`src/rtl/game_pkg.sv`:
```
// Shared constants, state encoding and digit helpers for the code-guessing game.
package game_pkg;

   localparam int NUM_DIGITS = 4;
   localparam int DIGIT_W    = 4;
   localparam int CODE_W     = NUM_DIGITS * DIGIT_W;

   typedef enum logic [2:0] {
      S_IDLE      = 3'd0,
      S_SET_CODE  = 3'd1,
      S_GUESS     = 3'd2,
      S_CHK_EXACT = 3'd3,
      S_CHK_PART  = 3'd4,
      S_RESULT    = 3'd5,
      S_WIN       = 3'd6,
      S_LOSE      = 3'd7
   } state_e;

   function automatic logic [DIGIT_W-1:0] digit(input logic [CODE_W-1:0] code, input int k);
      return code[k*DIGIT_W +: DIGIT_W];
   endfunction

   function automatic logic [2:0] popcount4(input logic [NUM_DIGITS-1:0] m);
      return {2'b00, m[0]} + {2'b00, m[1]} + {2'b00, m[2]} + {2'b00, m[3]};
   endfunction

endpackage

```
`src/rtl/hex_match_counter.sv`:
```
// Mastermind scoring: one cycle for exact matches, then one guess digit per cycle
// for partial matches against the lowest still-unused set digit.
module hex_match_counter
   import game_pkg::*;
(
   input  logic              clk_i,
   input  logic              reset_i,
   input  logic              clr_i,
   input  logic              start_chk_i,
   input  logic [CODE_W-1:0] set_code_i,
   input  logic [CODE_W-1:0] guess_code_i,
   output logic              done_o,
   output logic [2:0]        exact_cnt_o,
   output logic [2:0]        partial_cnt_o
);

   logic [NUM_DIGITS-1:0] exact_mask_q, exact_mask_d;
   logic [NUM_DIGITS-1:0] used_mask_q, used_mask_d;
   logic [1:0]            idx_q;
   logic                  busy_q;
   logic [2:0]            exact_q, partial_q;
   logic                  found;

   always_comb begin
      exact_mask_d = '0;
      for (int k = 0; k < NUM_DIGITS; k++)
         exact_mask_d[k] = (digit(set_code_i, k) == digit(guess_code_i, k));
   end

   // Exact positions start out used, so they can never be claimed as partials.
   always_comb begin
      found       = 1'b0;
      used_mask_d = used_mask_q;
      if (!exact_mask_q[idx_q]) begin
         for (int j = 0; j < NUM_DIGITS; j++) begin
            if (!found && !used_mask_q[j] &&
                digit(set_code_i, j) == digit(guess_code_i, int'(idx_q))) begin
               found          = 1'b1;
               used_mask_d[j] = 1'b1;
            end
         end
      end
   end

   always_ff @(posedge clk_i) begin
      if (reset_i || clr_i) begin
         exact_mask_q <= '0;
         used_mask_q  <= '0;
         idx_q        <= '0;
         busy_q       <= 1'b0;
         exact_q      <= '0;
         partial_q    <= '0;
      end else if (start_chk_i) begin
         exact_mask_q <= exact_mask_d;
         used_mask_q  <= exact_mask_d;
         exact_q      <= popcount4(exact_mask_d);
         partial_q    <= '0;
         idx_q        <= '0;
         busy_q       <= 1'b1;
      end else if (busy_q) begin
         used_mask_q <= used_mask_d;
         if (found) partial_q <= partial_q + 3'd1;
         idx_q <= idx_q + 2'd1;
         if (idx_q == 2'd3) busy_q <= 1'b0;
      end
   end

   assign done_o        = busy_q && (idx_q == 2'd3);
   assign exact_cnt_o   = exact_q;
   assign partial_cnt_o = partial_q;

endmodule

```
`src/rtl/hex_game_ctrl.sv`:
```
// Game sequencer: owns the hex store control lines, counts digits and attempts,
// and launches scoring of each completed guess.
module hex_game_ctrl
   import game_pkg::*;
#(
   parameter int MAX_ATTEMPTS = 8,
   parameter int ATTEMPT_W    = 4
) (
   input  logic                 clk_i,
   input  logic                 reset_i,
   input  logic                 start_i,
   input  logic                 enter_i,
   input  logic [CODE_W-1:0]    set_code_i,
   input  logic [CODE_W-1:0]    guess_code_i,
   output logic                 store_enter_o,
   output logic                 store_enable_o,
   output logic                 store_reset_o,
   output logic [2:0]           exact_cnt_o,
   output logic [2:0]           partial_cnt_o,
   output logic [ATTEMPT_W-1:0] attempts_o,
   output logic                 result_valid_o,
   output logic                 win_o,
   output logic                 lose_o,
   output logic [2:0]           state_o
);

   localparam logic [ATTEMPT_W-1:0] MAX_A = ATTEMPT_W'(MAX_ATTEMPTS);

   state_e               state_q;
   logic [2:0]           digit_cnt_q;
   logic [ATTEMPT_W-1:0] attempts_q;
   logic                 start_acc, entry, chk_done;

   // A new game may only begin once the previous one is idle or scored.
   assign start_acc = start_i && (state_q inside {S_IDLE, S_RESULT, S_WIN, S_LOSE});
   assign entry     = (state_q == S_SET_CODE) || (state_q == S_GUESS);

   hex_match_counter u_match (
      .clk_i        (clk_i),
      .reset_i      (reset_i),
      .clr_i        (start_acc),
      .start_chk_i  (state_q == S_CHK_EXACT),
      .set_code_i   (set_code_i),
      .guess_code_i (guess_code_i),
      .done_o       (chk_done),
      .exact_cnt_o  (exact_cnt_o),
      .partial_cnt_o(partial_cnt_o)
   );

   always_ff @(posedge clk_i) begin
      if (reset_i) begin
         state_q     <= S_IDLE;
         digit_cnt_q <= '0;
         attempts_q  <= '0;
      end else begin
         case (state_q)
            S_IDLE, S_WIN, S_LOSE: begin
               if (start_i) begin
                  state_q     <= S_SET_CODE;
                  digit_cnt_q <= '0;
                  attempts_q  <= '0;
               end
            end
            S_SET_CODE: begin
               if (enter_i) begin
                  if (digit_cnt_q == 3'd3) begin
                     state_q     <= S_GUESS;
                     digit_cnt_q <= '0;
                  end else begin
                     digit_cnt_q <= digit_cnt_q + 3'd1;
                  end
               end
            end
            S_GUESS: begin
               if (enter_i) begin
                  if (digit_cnt_q == 3'd3) begin
                     state_q     <= S_CHK_EXACT;
                     digit_cnt_q <= '0;
                  end else begin
                     digit_cnt_q <= digit_cnt_q + 3'd1;
                  end
               end
            end
            S_CHK_EXACT: begin
               if (attempts_q != MAX_A) attempts_q <= attempts_q + ATTEMPT_W'(1);
               state_q <= S_CHK_PART;
            end
            S_CHK_PART: begin
               if (chk_done) begin
                  if (exact_cnt_o == 3'd4)     state_q <= S_WIN;
                  else if (attempts_q == MAX_A) state_q <= S_LOSE;
                  else                          state_q <= S_RESULT;
               end
            end
            S_RESULT: begin
               if (start_i) begin
                  state_q     <= S_SET_CODE;
                  digit_cnt_q <= '0;
                  attempts_q  <= '0;
               end else if (enter_i) begin
                  state_q     <= S_GUESS;
                  digit_cnt_q <= '0;
               end
            end
            default: state_q <= S_IDLE;
         endcase
      end
   end

   assign store_enter_o  = enter_i && entry && !reset_i;
   assign store_enable_o = (state_q == S_GUESS);
   assign store_reset_o  = reset_i || start_acc;
   assign attempts_o     = attempts_q;
   assign result_valid_o = state_q inside {S_RESULT, S_WIN, S_LOSE};
   assign win_o          = (state_q == S_WIN);
   assign lose_o         = (state_q == S_LOSE);
   assign state_o        = state_q;

endmodule
```
`config.mk`:
```
export PLATFORM = sky130hd
export DESIGN_NAME = hex_game_ctrl
export DESIGN_NICKNAME = d
export VERILOG_FILES = /design/src/rtl/game_pkg.sv /design/src/rtl/hex_match_counter.sv /design/src/rtl/hex_game_ctrl.sv
export SDC_FILE = /design/constraint.sdc
export NUM_CORES = 1
export LEC_CHECK = 0
export CORE_ASPECT_RATIO = 1.1
export CORE_MARGIN = 2
export CORE_UTILIZATION = 50
export CTS_CLUSTER_DIAMETER = 40
export DETAILED_ROUTE_END_ITERATION = 7
export GPL_TIMING_DRIVEN = 0
export HOLD_SLACK_MARGIN = 0.12
export PLACE_DENSITY = 0.82
export SYNTH_ARGS = -nofsm -noshare
export SYNTH_HDL_FRONTEND = slang
export SYNTH_SLANG_ARGS = --single-unit
```
`constraint.sdc`:
```
create_clock -name clk_i -period 4.2 [get_ports clk_i]
set_input_delay 0.84 -clock clk_i [delete_from_list [all_inputs] [get_ports clk_i]]
set_output_delay 0.84 -clock clk_i [all_outputs]
set_load 0.05 [all_outputs]
```
### Word level (Yosys, flattened, before mapping)

Index checks and enable logic that the tools add are counted.

* bits in registers: 27
* bits of input ports: 36

* reductions and logical operators: 43
* add/subtract/negate cells: 7
* muxes and demuxes: 40
* equality and inequality tests: 31
* shift-type cells: 1
* magnitude comparators: 1

Operator list (count)
* 3-bit two-way mux: 13
* 4-bit equality test: 8
* 4-bit two-way mux: 5
* 3-bit one-hot mux with 6 select lines: 1
* 1-bit two-way mux: 16
* 16-bit by 5-bit indexed part select with 4-bit output: 1
* 3-bit equality test, second input constant: 5
* 3-bit AND reduction: 5
* 2-bit nonzero test: 6
* 1-bit logical AND: 11
* 2-bit by 1-bit inequality test with 1-bit output, second input constant: 5
* 2-bit inequality test, second input constant: 5
* 3-bit by 2-bit equality test with 1-bit output, second input constant: 3
* 3-bit one-hot mux with 3 select lines: 1
* 1-bit zero test: 8
* 4-bit one-hot mux with 2 select lines: 1
* 7-bit AND reduction: 1
* 3-bit by 1-bit adder with 3-bit output: 2
* 3-bit by 1-bit adder with 3-bit output, second input constant: 2
* 3-bit nonzero test: 2
* 4-bit by 1-bit adder with 4-bit output, second input constant: 1
* 4-bit equality test, second input constant: 1
* 2-bit two-way mux: 2
* 4-bit inequality test, second input constant: 1
* 15 further kinds: 17

### Depth between registers and ports, before layout

Gate-level depths: netlist of the first run.

* depth after elaboration: 22
* mapped depth: 8
* gate-level depth less buffers: 8

### Cells and area by module

From an unflattened synthesis of the first run, not the netlist that was laid out.

* cells, all modules: 248
* area, all modules: 2164.6 sq um

Modules (own cells, without submodules)
* hex_match_counter: area an instance 1422.6 sq um, cells an instance 151, seq. area each 340.3 sq um, instances 1
* hex_game_ctrl: area an instance 742.0 sq um, cells an instance 97, seq. area each 200.2 sq um, instances 1

### Least setup slack after synthesis of the first run

No wires, ideal clock.

* kind: register -> output
* start point: reg state_q[2], in the netlist state_o[2]
* end point: out store_reset_o
* path slack: 0.928 ns
* arrival time: 2.432 ns
* buffers on the path: 2
* cell stages (with the launch flop): 6
* cell sequence: dfxtp_1 clkbuf_1 o21a_1 o21ai_0 nand2b_1 clkbuf_1

* cells in the longest elaborated chain, start to end: 4

RTL lines
* from (decl): RTL line hex_game_ctrl.sv:29 `state_e state_q;`
* from (signal assigned): RTL line hex_game_ctrl.sv:52 `state_q <= S_IDLE;`
* from (signal assigned): RTL line hex_game_ctrl.sv:59 `state_q <= S_SET_CODE;`
* from (signal assigned): RTL line hex_game_ctrl.sv:67 `state_q <= S_GUESS;`
* 3-bit equality test or 3-bit zero test (tied branches): RTL line hex_game_ctrl.sv:35 `assign start_acc = start_i && (state_q inside {S_IDLE, S_RESULT, S_WIN, S_LOSE});`
* 4-bit nonzero test (*): RTL line hex_game_ctrl.sv:35
* 1-bit logical AND (*): RTL line hex_game_ctrl.sv:35
* 1-bit logical OR (*): RTL line hex_game_ctrl.sv:112 `assign store_reset_o = reset_i || start_acc;`
* to (decl): RTL line hex_game_ctrl.sv:17 `output logic store_reset_o,`

Every way passes the cells marked *; elsewhere a longest branch is shown, timed or not.

### Worst setup path after layout of the first run

Same ends and word-level chain as after synthesis.

==> metrics, run 1 <==
cell chosen for the clock root clkbuf_8; unrepaired setup endpoints after global routing false; fin worst setup slack 0.496 ns; Avg Inst Size Synth 8.70 um^2; # rows 24; CTS tree built; Final HPWL DP 4180 um; DP Cell Count 350; drt initial violations 105; H-tree depth 1; setup_tns 0 ns; # diodes 0; number of synthesized flops with an enable pin 0; post-DR wirelength/cell 15.4 um; Finished Layout Cells 354; Place WS 0.613 ns; Initial Utilization 53.2%; Cell variety after synth 43; drt pass-1 iters 5; slowest cell delay on critical path 0.89 ns; cts bufs inserted 3; Die Ht 72.6 um; Worst Path Required 3.36 ns; Switching Fraction 41.7%; clock latency at the later pin of the worst-skew pair 0.28 ns; Pint 0.525 mW; post-layout util 68.8%; post-route clock period utilization 88.2%; r2r startpoint u_match.idx_q[1]; async set or reset register ratio after synthesis 0%; PwrDens 325 nW/um^2; Hold Crit Depth 1; Synth Cell Area 2140 um^2; Clock transition at path regs 0.09 ns; total gr overflow 0; vias in the first global route 1933; Leak 1.03 nW; Worst Hold Endpoint u_match.exact_mask_q[1]; Hold Crit Start u_match.exact_mask_q[1]; yosys warns 0; setup repair bufs after CTS 0; Top cell by count, worst path clkbuf_1; Via density 5.66; Pins Over Slew Limit 0; WP buf/inv 3; final wirelength 5440 um; Seq cells post-synth 27; Tot GR Track Use 23.8%; worst r2r path cells 7; largest net degree at the start of global routing 15; Vias 2003; Max Clk Rate 270 MHz; Final Hold Fails 0; min Tclk post-route 3.70 ns; Clock Power Share 16.6%; Die X 66.4 um; worst r2r dst u_match.partial_cnt_o[2]; Power Total 0.900 mW; antenna violations before repair 0; gate count of the mapped netlist 246; critical path, cell by cell clkbuf_1 > o21a_1 > o21ai_0 > nand2b_1 > clkbuf_1 > clkdlybuf4s50_1; Setup CP Type reg -> out; Worst Path Max Fanout 10; # IOs 55; first-pass GRT wire length 8940 um; hold_buf cts 0; hold_ws 0.472 ns; Final setup viols 0; Post-DP Area 2730 um^2; Arrival @ worst endpoint 2.86 ns; Hold Path Class reg -> reg; Layout area overhead 29.5%; Seq pwr share 32.7%; Max Root-Sink Buffers 2; RD Place Congestion 0.851; Layout Nets 347; Worst setup SP type flip-flop; DIE AREA 4820 um^2; PortBufs 52; cell taking the most area after synthesis dfxtp_1; outcome complete, no violations; Slew @ Worst Pin 0.539 ns; sw power 0.375 mW; CORE AREA 4020 um^2; Design Area, Final 2770 um^2; worst vdd ir 230 uV; Comb pwr share 50.7%; Max-slew headroom 63.7%; CP max stage cell clkdlybuf4s50_1; reported max-cap violation count 0; Worst R2R Setup Slack 1.72 ns; DRC Markers 0; clock sink count 27; sequential share of the synthesized area 25.3%; ys flop type dfxtp_1; crit-path leading delay family buffers and inverters; Setup crit end kind output port; top-area cell type share of the netlist area 25.3%; Post-Syn Nets 290; Post-CTS Resized 0; Area contributors post-synth dfxtp_1, mux2i_1, xor2_1; post-route ant nets 0; Final Skew 0.00614 ns; share of layout cells above drive strength 1 4.64%
worst max-delay path by stage:
stage          startpoint            end  slack (ns)  depth (start not counted)
6_report       state_o[2]  store_reset_o        0.50                          6
3_5_place_dp      start_i  store_reset_o        0.61                          5
3_3_place_gp      start_i  store_reset_o        0.59                          5
5_1_grt        state_o[2]  store_reset_o        0.30                          6
2_1_floorplan  state_o[2]  store_reset_o        0.93                          5
4_1_cts        state_o[2]  store_reset_o        0.50                          6
Yosys cell counts, drive strengths merged (3+ instances only):
cell / n
nor3: 6
and3b: 5
nand3: 6
o21a: 5
dfxtp: 27
buf: 3
nand4: 3
a21oi: 15
a2111o: 4
inv: 6
o31a: 3
nor3b: 12
o21ai: 7
mux4: 5
nor2b: 5
nor2: 21
nand2b: 7
nand2: 15
mux2i: 18
xor2: 17
xnor2: 15
ha: 7
clkbuf: 10
placed cells by master, fill, tap and decap left out, drive strengths merged, types with 7 or more instances in the layout:
cell	netlist	final
nor2	21	21
mux2i	18	18
xor2	17	17
xnor2	15	15
a21oi	15	15
nor3b	12	12
nand2	15	15
clkdlybuf4s50	0	52
clkbuf	10	14
o21ai	7	7
nand2b	7	7
dfxtp	27	27
ha	7	7
per-layer routing:
layer  routed length, um  track usage (%)  up-vias
li1                    -                -      999
met5                   0                0        -
met2                2590             41.2       66
met4                  84             7.03        0
met1                2440             30.7      931
met3                 327             3.40        7
state kept, by name (all words and copies together) (netlist names):
signal / count
attempts_o: 4
u_match.exact_mask_q: 4
u_match.used_mask_q: 4
digit_cnt_q: 3
state_o: 3
u_match.exact_cnt_o: 3
u_match.partial_cnt_o: 3
u_match.idx_q: 2
u_match.busy_q: 1
cell type report:
| type | count | area [um^2] |
|---|---|---|
| multi-input combinational | 200 | 1520 |
| fill | 338 | 1250 |
| sequential | 27 | 541 |
| timing repair buffer | 52 | 520 |
| tap | 52 | 65.1 |
| buffer | 13 | 58.8 |
| clock buffer | 4 | 45.0 |
| inverter | 6 | 22.5 |
power by group through the flow:
stage	clock network, mW	logic (mW)	registers (mW)
after floorplan	0	0.286	0.329
after global placement	0	0.444	0.299
after detailed placement	0	0.449	0.300
after CTS	0.153	0.454	0.294
after global routing	0.162	0.500	0.297
final	0.149	0.457	0.294
kinds of logic after synthesis:
kind of cell / count (synthesis) / share of synthesized area [%]
compound gates: 49 / 16.7
xor+xnor: 32 / 13.1
fa+ha+maj: 8 / 5.03
buf+inv: 19 / 3.80
flops: 27 / 25.3
mux: 23 / 13.9
simple gates: 88 / 22.3
Power figures use the tool's default switching activity.
==> run 2, diff against run 1 <==
CORE_UTILIZATION = 23   (was 50)
PLACE_DENSITY = unset   (was 0.82)
==> run 2 against run 1 <==
  * Clock skew increased by 0.0027 ns
  * Worst setup slack worse by 0.098 ns
  * Final area increased by 2.8%
  * Combinational power about the same
  * Sequential cell count unchanged
  * First-iteration DRC count is 34% lower
  * Global-route usage shrank 12 points
  * Sequential share of layout area decreased by 0.53 points
  * Critical endpoint unchanged
  * Largest cell class unchanged
  * Highest routed layer unchanged
==> metrics, run 2 (synthesis results as in run 1) <==
outcome complete, no violations; drt pass-1 iters 4 (-1); Initial Utilization 23.9% (-29 points); post-route clock period utilization 90.5% (+2.3 points); slowest cell delay on critical path 0.91 ns (+0.02 ns); H-tree depth 1 (unchanged); Tot GR Track Use 11.7% (-12 points); Leak 1.03 nW (unchanged); share of layout cells above drive strength 1 4.64% (unchanged); Final Hold Fails 0 (unchanged); setup repair bufs after CTS 0 (unchanged); # rows 36 (+50%); final wirelength 5930 um (+9.0%); Post-CTS Resized 0 (unchanged); sw power 0.376 mW (+0.29%); Worst setup SP type flip-flop; Worst Path Required 3.36 ns (about the same); cell chosen for the clock root clkbuf_8; DRC Markers 0 (unchanged); Seq pwr share 32.7% (about the same); crit-path leading delay family buffers and inverters; hold_ws 0.479 ns (+0.00623 ns); post-route ant nets 0 (unchanged); Final Skew 0.00887 ns (+0.00274 ns); PortBufs 52 (unchanged); # IOs 55 (unchanged); # diodes 0 (unchanged); Final HPWL DP 4700 um (+12%); Layout Nets 347 (unchanged); Pint 0.525 mW (about the same); Die X 96.0 um (+45%); commonest cells after routing, fill and taps aside clkdlybuf4s50_1, dfxtp_1, nor2_1; CP max stage cell clkdlybuf4s50_1; Layout area overhead 33.1%; Vias 1988 (-0.75%); PwrDens 317 nW/um^2 (-2.6%); critical path, cell by cell clkbuf_1 > o21a_1 > o21ai_0 > nand2b_1 > clkbuf_1 > clkdlybuf4s50_1; Worst Path Max Fanout 10 (unchanged); leading cell type in the layout, fill and taps excluded clkdlybuf4s50_1; drt initial violations 69 (-34%); cts bufs inserted 3 (unchanged); Pins Over Slew Limit 0 (unchanged); Via density 4.78 (-16%); Post-DP Area 2800 um^2 (+2.8%); largest net degree at the start of global routing 15 (unchanged); Die Ht 105 um (+45%); CORE AREA 8960 um^2 (+120%); antenna violations before repair 0 (unchanged); RD Place Congestion 0.833 (-2.1%); Hold Path Class reg -> reg; Final setup viols 0 (unchanged); clock sink count 27 (unchanged); Reg area 541 um^2 (unchanged); setup_tns 0 ns (unchanged); Fillers 945 (+180%); DIE AREA 10100 um^2 (+110%); Top cell by count, worst path clkbuf_1; Switching Fraction 41.7% (+0.068 points); Max-slew headroom 59.5% (-4.2 points); Max Root-Sink Buffers 2 (unchanged); footprint of the multi-input gates 1520 um^2 (unchanged); Slew @ Worst Pin 0.601 ns (+0.0620 ns); total gr overflow 0 (unchanged); vias in the first global route 1966 (+1.7%); hold_buf cts 0 (unchanged); Setup crit end kind output port; Comb pwr share 50.9% (+0.2 points); clock latency at the later pin of the worst-skew pair 0.27 ns (about the same); WP buf/inv 3 (unchanged); unrepaired setup endpoints after global routing false; min Tclk post-route 3.80 ns (+0.0981 ns); Arrival @ worst endpoint 2.96 ns (+0.10 ns); first-pass GRT wire length 9660 um (+8.0%); Setup CP Type reg -> out; reported max-cap violation count 0 (unchanged); post-DR wirelength/cell 14.3 um (-7.3%); CTS tree built; Max Clk Rate 263 MHz (-2.6%); Clock transition at path regs 0.10 ns (about the same); worst vdd ir 180 uV (-22%); Design Area, Final 2850 um^2 (+2.8%); Clock Power Share 16.5% (about the same)
==> run 2: metrics by stage <==
step | setup WS [ns] | util [%] | total power, mW | cells
after floorplan | 0.928 | - | 0.615 | 246
after CTS | 0.407 | 31.8 | 0.906 | 416
final | 0.398 | 31.8 | 0.902 | 416
after global placement | 0.551 | 31.3 | 0.749 | 412
after detailed placement | 0.546 | 31.3 | 0.757 | 412
after global routing | 0.207 | 31.8 | 0.966 | 416
==> run 2: area by class of cell <==
class,count,area share (%)
Buffer,13,2.07
Clock buffer,4,1.58
Inverter,6,0.791
Multi-Input combinational cell,200,53.3
Sequential cell,27,19.0
Tap cell,114,5.01
Timing Repair Buffer,52,18.3
==> run 2: power groups by stage <==
stage	Sequential, mW	Clock [mW]	Combinational, mW
after floorplan	0.329	0	0.286
after CTS	0.295	0.153	0.458
after global placement	0.300	0	0.449
final	0.295	0.149	0.458
after global routing	0.297	0.161	0.507
after detailed placement	0.300	0	0.456
==> run 2: metal layers <==
metal  vias up  part of all wire, %  GRT usage, %  routed length [um]
li1       1003                    -             -                   -
met3         6                  6.7          1.95                 397
met1       928                   47          16.0                2790
met4         0                  1.1          2.45                  64
met2        51                   45          19.2                2680
met5         -                    0             0                   0
==> run 2: final timing paths <==
kind | start | end | slack [ns] | depth (start not counted)
max | state_o[2] | store_reset_o | 0.40 | 6
min | digit_cnt_q[2] | digit_cnt_q[2] | 0.48 | 1
max reg2reg | u_match.idx_q[1] | u_match.partial_cnt_o[2] | 1.71 | 7
min reg2reg | digit_cnt_q[2] | digit_cnt_q[2] | 0.48 | 1
